[src/rtl/addsub_seq_ctrl.sv]
// rtl/addsub_seq_ctrl.sv - handshake sequencer around a combinational 4-bit add/sub unit
// Registers operands into the adder, waits a settle window, then holds the captured result downstream.
module addsub_seq_ctrl #(
   parameter int WIDTH      = 4,
   parameter int SETTLE_CYC = 1,
   parameter int CNT_W      = 8
) (
   input  logic             clk,
   input  logic             rst,
   input  logic             in_valid,
   output logic             in_ready,
   input  logic [WIDTH-1:0] in_a,
   input  logic [WIDTH-1:0] in_b,
   input  logic             in_cin,
   input  logic             in_mode,
   output logic [WIDTH-1:0] add_a,
   output logic [WIDTH-1:0] add_b,
   output logic             add_cin,
   output logic             add_mode,
   input  logic [WIDTH:0]   add_sum,
   input  logic             add_cout,
   output logic             out_valid,
   input  logic             out_ready,
   output logic [WIDTH:0]   res_sum,
   output logic             res_cout,
   output logic             res_mode,
   output logic             res_zero,
   output logic [CNT_W-1:0] op_cnt
);

   // A zero settle window would capture before the adder sees its operands.
   localparam int SC  = (SETTLE_CYC < 1) ? 1 : SETTLE_CYC;
   localparam int SCW = (SC > 1) ? $clog2(SC) : 1;

   localparam logic [1:0] IDLE   = 2'd0;
   localparam logic [1:0] SETTLE = 2'd1;
   localparam logic [1:0] DONE   = 2'd2;

   logic [1:0]     state;
   logic [SCW-1:0] settle_cnt;
   logic           accept;

   assign out_valid = (state == DONE);
   assign in_ready  = (state == IDLE) || ((state == DONE) && out_ready);
   assign accept    = in_valid && in_ready;

   always_ff @(posedge clk) begin
      if (rst) begin
         state      <= IDLE;
         settle_cnt <= '0;
         add_a      <= '0;
         add_b      <= '0;
         add_cin    <= 1'b0;
         add_mode   <= 1'b0;
         res_sum    <= '0;
         res_cout   <= 1'b0;
         res_mode   <= 1'b0;
         res_zero   <= 1'b0;
         op_cnt     <= '0;
      end else begin
         // Operands move only on an accepting edge, so in_* outside handshakes never reach the adder.
         if (accept) begin
            add_a      <= in_a;
            add_b      <= in_b;
            add_cin    <= in_cin;
            add_mode   <= in_mode;
            settle_cnt <= SCW'(SC - 1);
         end
         case (state)
            IDLE: begin
               if (accept) state <= SETTLE;
            end
            SETTLE: begin
               if (settle_cnt == '0) begin
                  res_sum  <= add_sum;
                  res_cout <= add_cout;
                  res_mode <= add_mode;
                  res_zero <= (add_sum == '0);
                  state    <= DONE;
               end else begin
                  settle_cnt <= settle_cnt - SCW'(1);
               end
            end
            DONE: begin
               // A pop with a new operation pending goes straight back to SETTLE.
               if (out_ready) begin
                  op_cnt <= op_cnt + CNT_W'(1);
                  state  <= in_valid ? SETTLE : IDLE;
               end
            end
            default: state <= IDLE;
         endcase
      end
   end

endmodule
[config.mk]
export PLATFORM = sky130hd
export DESIGN_NAME = addsub_seq_ctrl
export DESIGN_NICKNAME = d
export VERILOG_FILES = /design/src/rtl/addsub_seq_ctrl.sv
export SDC_FILE = /design/constraint.sdc
export NUM_CORES = 1
export LEC_CHECK = 0
export BUFFER_PORTS_ARGS = -buffer_cell sky130_fd_sc_hd__buf_2
export CORE_ASPECT_RATIO = 0.9
export CORE_UTILIZATION = 39
export CTS_BUF_LIST = sky130_fd_sc_hd__clkbuf_8
export CTS_CLUSTER_SIZE = 40
export DETAILED_ROUTE_END_ITERATION = 16
export GPL_TIMING_DRIVEN = 0
export HOLD_SLACK_MARGIN = 0.12
export PLACE_DENSITY_LB_ADDON = 0.25
export RECOVER_POWER = 50
export SYNTH_ARGS = -nofsm -noshare
export SYNTH_HDL_FRONTEND = slang
export SYNTH_SLANG_ARGS = --single-unit
[constraint.sdc]
create_clock -name clk -period 2.3 [get_ports clk]
set_clock_uncertainty 0.05 [all_clocks]
set_input_delay 0 -clock clk [delete_from_list [all_inputs] [get_ports clk]]
set_output_delay 0 -clock clk [all_outputs]
set_load 0.01 [all_outputs]
# Yosys cells after proc, flatten, opt, wreduce, memory -nomap -nowiden

Cells that the tools add are included.
W data, S select, Z words.

Register bits after elaboration: 29
Latch bits: 0
Memory bits (writable): 0
ROM bits: 0
Memories kept: 0

Add/sub/neg operators: 2
$mul: 0
Divide/modulo/power cells: 0
$lt $le $gt $ge: 0
Equal/unequal tests: 5
Shift-type cells: 0
Multiplexer cells: 8
Bitwise gates (word level): 1
Reduce and logical (&&, ||, !) cells: 8

Operators by type and width:

| kind                  | number |
|---|---|
| $add A8 B1 Y8 const B | 1 |
| $mux W2               | 3 |
| $pmux W2 S3           | 1 |
| $logic_not A5 Y1      | 1 |
| $mux W1               | 4 |
| $ne A2 B2 Y1 const B  | 2 |
| $reduce_and A2 Y1     | 2 |
| $reduce_and A3 Y1     | 1 |
| $eq A2 B1 Y1 const B  | 1 |
| $eq A2 B2 Y1 const B  | 1 |
| $logic_and A1 B1 Y1   | 2 |
| $logic_not A2 Y1      | 1 |
| $ne A2 B1 Y1 const B  | 1 |
| $logic_or A1 B1 Y1    | 1 |
| $not A1 Y1            | 1 |
| $sub A1 B1 Y1 const B | 1 |

# Depth between registers and ports, before layout

Depth after elaboration: 7
Mapped depth: 5
Mapped depth without buffers: 4

# Worst setup path after synthesis

Ideal clock, no wire load.

Path type: register to register
Start point: reg op_cnt[0]
End point: reg op_cnt[7]
Arrival: 1.165 ns
Data required time: 2.129 ns
Path slack: 0.964 ns
Cell stages (with the launch flop): 4
Buffers on the path: 0
Clock period less this slack: 1.336 ns
Cell sequence: dfxtp_1 -> nand3_1 -> nor4_1 -> mux2_2

Longest elaborated chain between the ends: 1

Ends and longest elaborated chain:

| element                | RTL line | RTL |
|---|---|---|
| from (decl)            | 28       | `output logic [CNT_W-1:0] op_cnt` |
| from (signal assigned) | 87       | `op_cnt <= op_cnt + CNT_W'(1);` |
| $add A8 B1 Y8          | 87       |  |

No other way between the ends.
A chain may end at the register's enable or synchronous reset.

# Worst setup path after layout

Start point: reg state[0]
End point: reg add_a[1]

Longest elaborated chain between the ends: 4
Elaborated cells on any way between the ends: 5
Those cells by class: eq/ne: 1; reduce/logical: 4

Ends and longest elaborated chain:

| element                 | RTL line | RTL |
|---|---|---|
| from (decl)             | 39       | `logic [1:0] state;` |
| from (signal assigned)  | 88       | `state <= in_valid ? SETTLE : IDLE;` |
| $eq A2 B2 Y1            | 44       | `assign in_ready = (state == IDLE) \|\| ((state == DONE) && out_ready);` |
| $logic_and A1 B1 Y1     | 44       |  |
| $logic_or A1 B1 Y1 (*)  | 44       |  |
| $logic_and A1 B1 Y1 (*) | 45       | `assign accept = in_valid && in_ready;` |
| to (signal assigned)    | 63       | `add_a <= in_a;` |
| to (decl)               | 16       | `output logic [WIDTH-1:0] add_a,` |

Mark *: on every way between the ends. The rest lies on a longest branch, timed or not.

==> metrics.cfg <==
[drt]
vias=1250
viasPerCell=4.98
wl_um=3170
drtAntennaViolNets=0
drt_iter0_markers=34
wl_per_cell_um=12.6
drc=0
first_pass_iters=4

[power_and_ir_drop]
power.density_nw_per_um2=600
p_leak_nw=0.694
vdd_drop_max_mv=0.350

[logic_synthesis]
yosysSeqAreaShare_pct=46.4
synth_area_um2=1250
yosysUniqueCellTypes=30
synth_fp_nets=156
synth.avg_cell_area_um2=9.27
synth-seq-cells=29
yosys_warnings=0
syn_inst=135

[placed_design]
gp_congestion=0.743
post-dp-hpwl_um=2130
dpl_worst_slack_ns=0.707
io_buffers=47

[sta]
setup_tns_ns=0
worst_slack_ns=0.672
slew_headroom_pct=63.6
rsz0062_at_grt=false
period_minus_slack_ns=1.63
worstMarginPinSlew_ns=0.545
timing.fmax_ghz=0.614
period_share_pct=70.8
finalMaxSlewViolations=0
setup_violations=0
hold_viol=0

[finish]
final_layout_size_suffix_gt1_share_pct=15.3
regArea_um2=581
utilization_pct=58.4
multi_input_area_um2=601
syn_to_final_growth_pct=42.1
layout.nets=229
antenna_cells=0
fillers=311

[global_route]
grt-busiest-layer=met2
grtUsageTotal_pct=20.6
met1_usage_pct=25.3
grt_max_degree=11
grt_first_pass_wirelength_um=5290
antenna_found_initial=0
grt_pass1_vias=1227
grt_use_met2_pct=33.3
met3_usage_pct=7.44
grt_overflow=0

[die]
die_h_um=55.7
die-width_um=61.7
start_util_pct=41.1
core_um2=3040
io_pins=48
die_area_um2=3440
row_count=19

[critical_path]
ff2ff_setup_slack_ns=0.67
critPathKind=register to register
r2r_cells=4
start_kind=register
worstPathRequired_ns=2.45
cp.arrival_ns=1.78
r2r_end=add_a[1]
r2r_start=state[0]
cp-end-kind=register
crit_fanout=10

[run]
maxCapViolations=0

[worst_hold_path]
hold_depth=2
hold_class=register to register
hold_path.startpoint=settle_cnt
min_to=settle_cnt

[cts]
clk_pin_slew_ns=0.06
numCtsBuffers=5
clock_sinks=29
insertion_delay_ns=0.27
clockBufferDepth=2
post_cts_resized=0
htree_levels=2
holdBufCountCts=19
post_cts_buffers=0
root_buffer=clkbuf_8
tritoncts=built

[run_status]
status=completed

-- critical path, cell delays in order, from the launching register on --
cell and delay [ns]:
dfxtp_1 0.44, clkbuf_1 0.35, clkbuf_1 0.41, o31ai_1 0.16, a21oi_1 0.15
-- cells by family after synthesis --
family / Yosys count / synth area share (%)
AO/OA/AOI/OAI: 33 / 16.0
XOR/XNOR: 2 / 1.40
adder cells (fa/ha/maj): 1 / 1.00
buffers and inverters: 16 / 5.60
flip-flops: 29 / 46.4
multiplexers: 8 / 6.50
AND/OR/NAND/NOR: 46 / 23.1
-- cells in the final DEF, fill, tap and decap left out, types with 7 or more instances in the layout --
cell,count
clkbuf_1,33
dlygate4sd3_1,19
mux2i_1,7
inv_1,7
or4b_1,10
dfxtp_1,29
o31ai_1,12
buf_2,22
nor2_1,13
a21oi_1,18
-- layout make-up --
| type | instances | area share, % |
|---|---|---|
| buffer | 10 | 2.67 |
| clock buffer | 5 | 3.87 |
| clock inverter | 3 | 0.774 |
| inverter | 6 | 1.27 |
| multi-input combinational | 90 | 33.8 |
| sequential | 29 | 32.7 |
| tap | 42 | 2.96 |
| timing repair buffer | 66 | 22.0 |
-- sequential cells by signal, summed over array words and instances, names as in the netlist --
| register | count |
|---|---|
| add_a | 4 |
| add_b | 4 |
| add_cin | 1 |
| add_mode | 1 |
| op_cnt | 8 |
| res_cout | 1 |
| res_mode | 1 |
| res_sum | 5 |
| res_zero | 1 |
| settle_cnt | 1 |
| state | 2 |
-- per-stage QoR --
| stage | area, um2 | hold WS (ns) | std cells | power, W |
|---|---|---|---|---|
| global placement | 1540 | 0.165 | 224 | 0.000665 |
| CTS | 1810 | 0.420 | 251 | 0.00108 |
| global route | 1780 | 0.444 | 251 | 0.00112 |
| detailed placement | 1540 | 0.185 | 224 | 0.000669 |
| finish | 1780 | 0.424 | 251 | 0.00107 |
| floorplan | 1250 | 0.0476 | 135 | 0.000616 |
-- power breakdown --
part,internal [W],switching [W]
registers,0.000522,0.0000133
logic,0.0000718,0.0000722
clock network,0.000205,0.000182
total,0.000798,0.000268
-- how the worst max path moves through the flow --
stage | from | end | slack [ns] | depth (start not counted)
after floorplan | op_cnt[0] | op_cnt[7] | 0.96 | 3
after global placement | state[0] | add_b[1] | 0.77 | 4
after detailed placement | state[0] | add_mode | 0.71 | 4
after CTS | state[0] | add_mode | 0.68 | 4
after global routing | state[0] | add_a[1] | 0.51 | 4
final | state[0] | add_a[1] | 0.67 | 4
-- metal layers --
| metal | vias up | part of all wire (%) |
|---|---|---|
| met5 | - | 0 |
| met4 | 0 | 1.2 |
| met3 | 4 | 4.0 |
| met2 | 31 | 49 |
| met1 | 572 | 46 |
| li1 | 643 | - |
-- Yosys cell counts --
library cell  count  area (um2)
or3_1             3        18.8
dfxtp_1          29         581
nand4_1           1        6.26
mux2i_1           7        70.1
xor2_1            1        8.76
nand2b_1          2        12.5
nand4b_1          1        8.76
o31ai_1          12        90.1
nand3b_1          1        7.51
or4_1             2        15.0
buf_2             2        10.0
xnor2_1           1        8.76
ha_1              1        12.5
a21oi_1          18        90.1
nand3_1           4        20.0
buf_6             1        11.3
mux2_2            1        11.3
a2111oi_1         1        10.0
nor4_1            1        6.26
nor3_1            1        5.00
buf_1             1        3.75
inv_1             6        22.5
or4b_1           10         100
nor3b_1           1        7.51
nor2b_2           1        8.76
nor2_1           13        48.8
o21ai_0           2        10.0
clkbuf_1          6        22.5
nor2b_1           2        12.5
nand2_1           3        11.3
No activity file was read; power rests on OpenSTA's default activity.
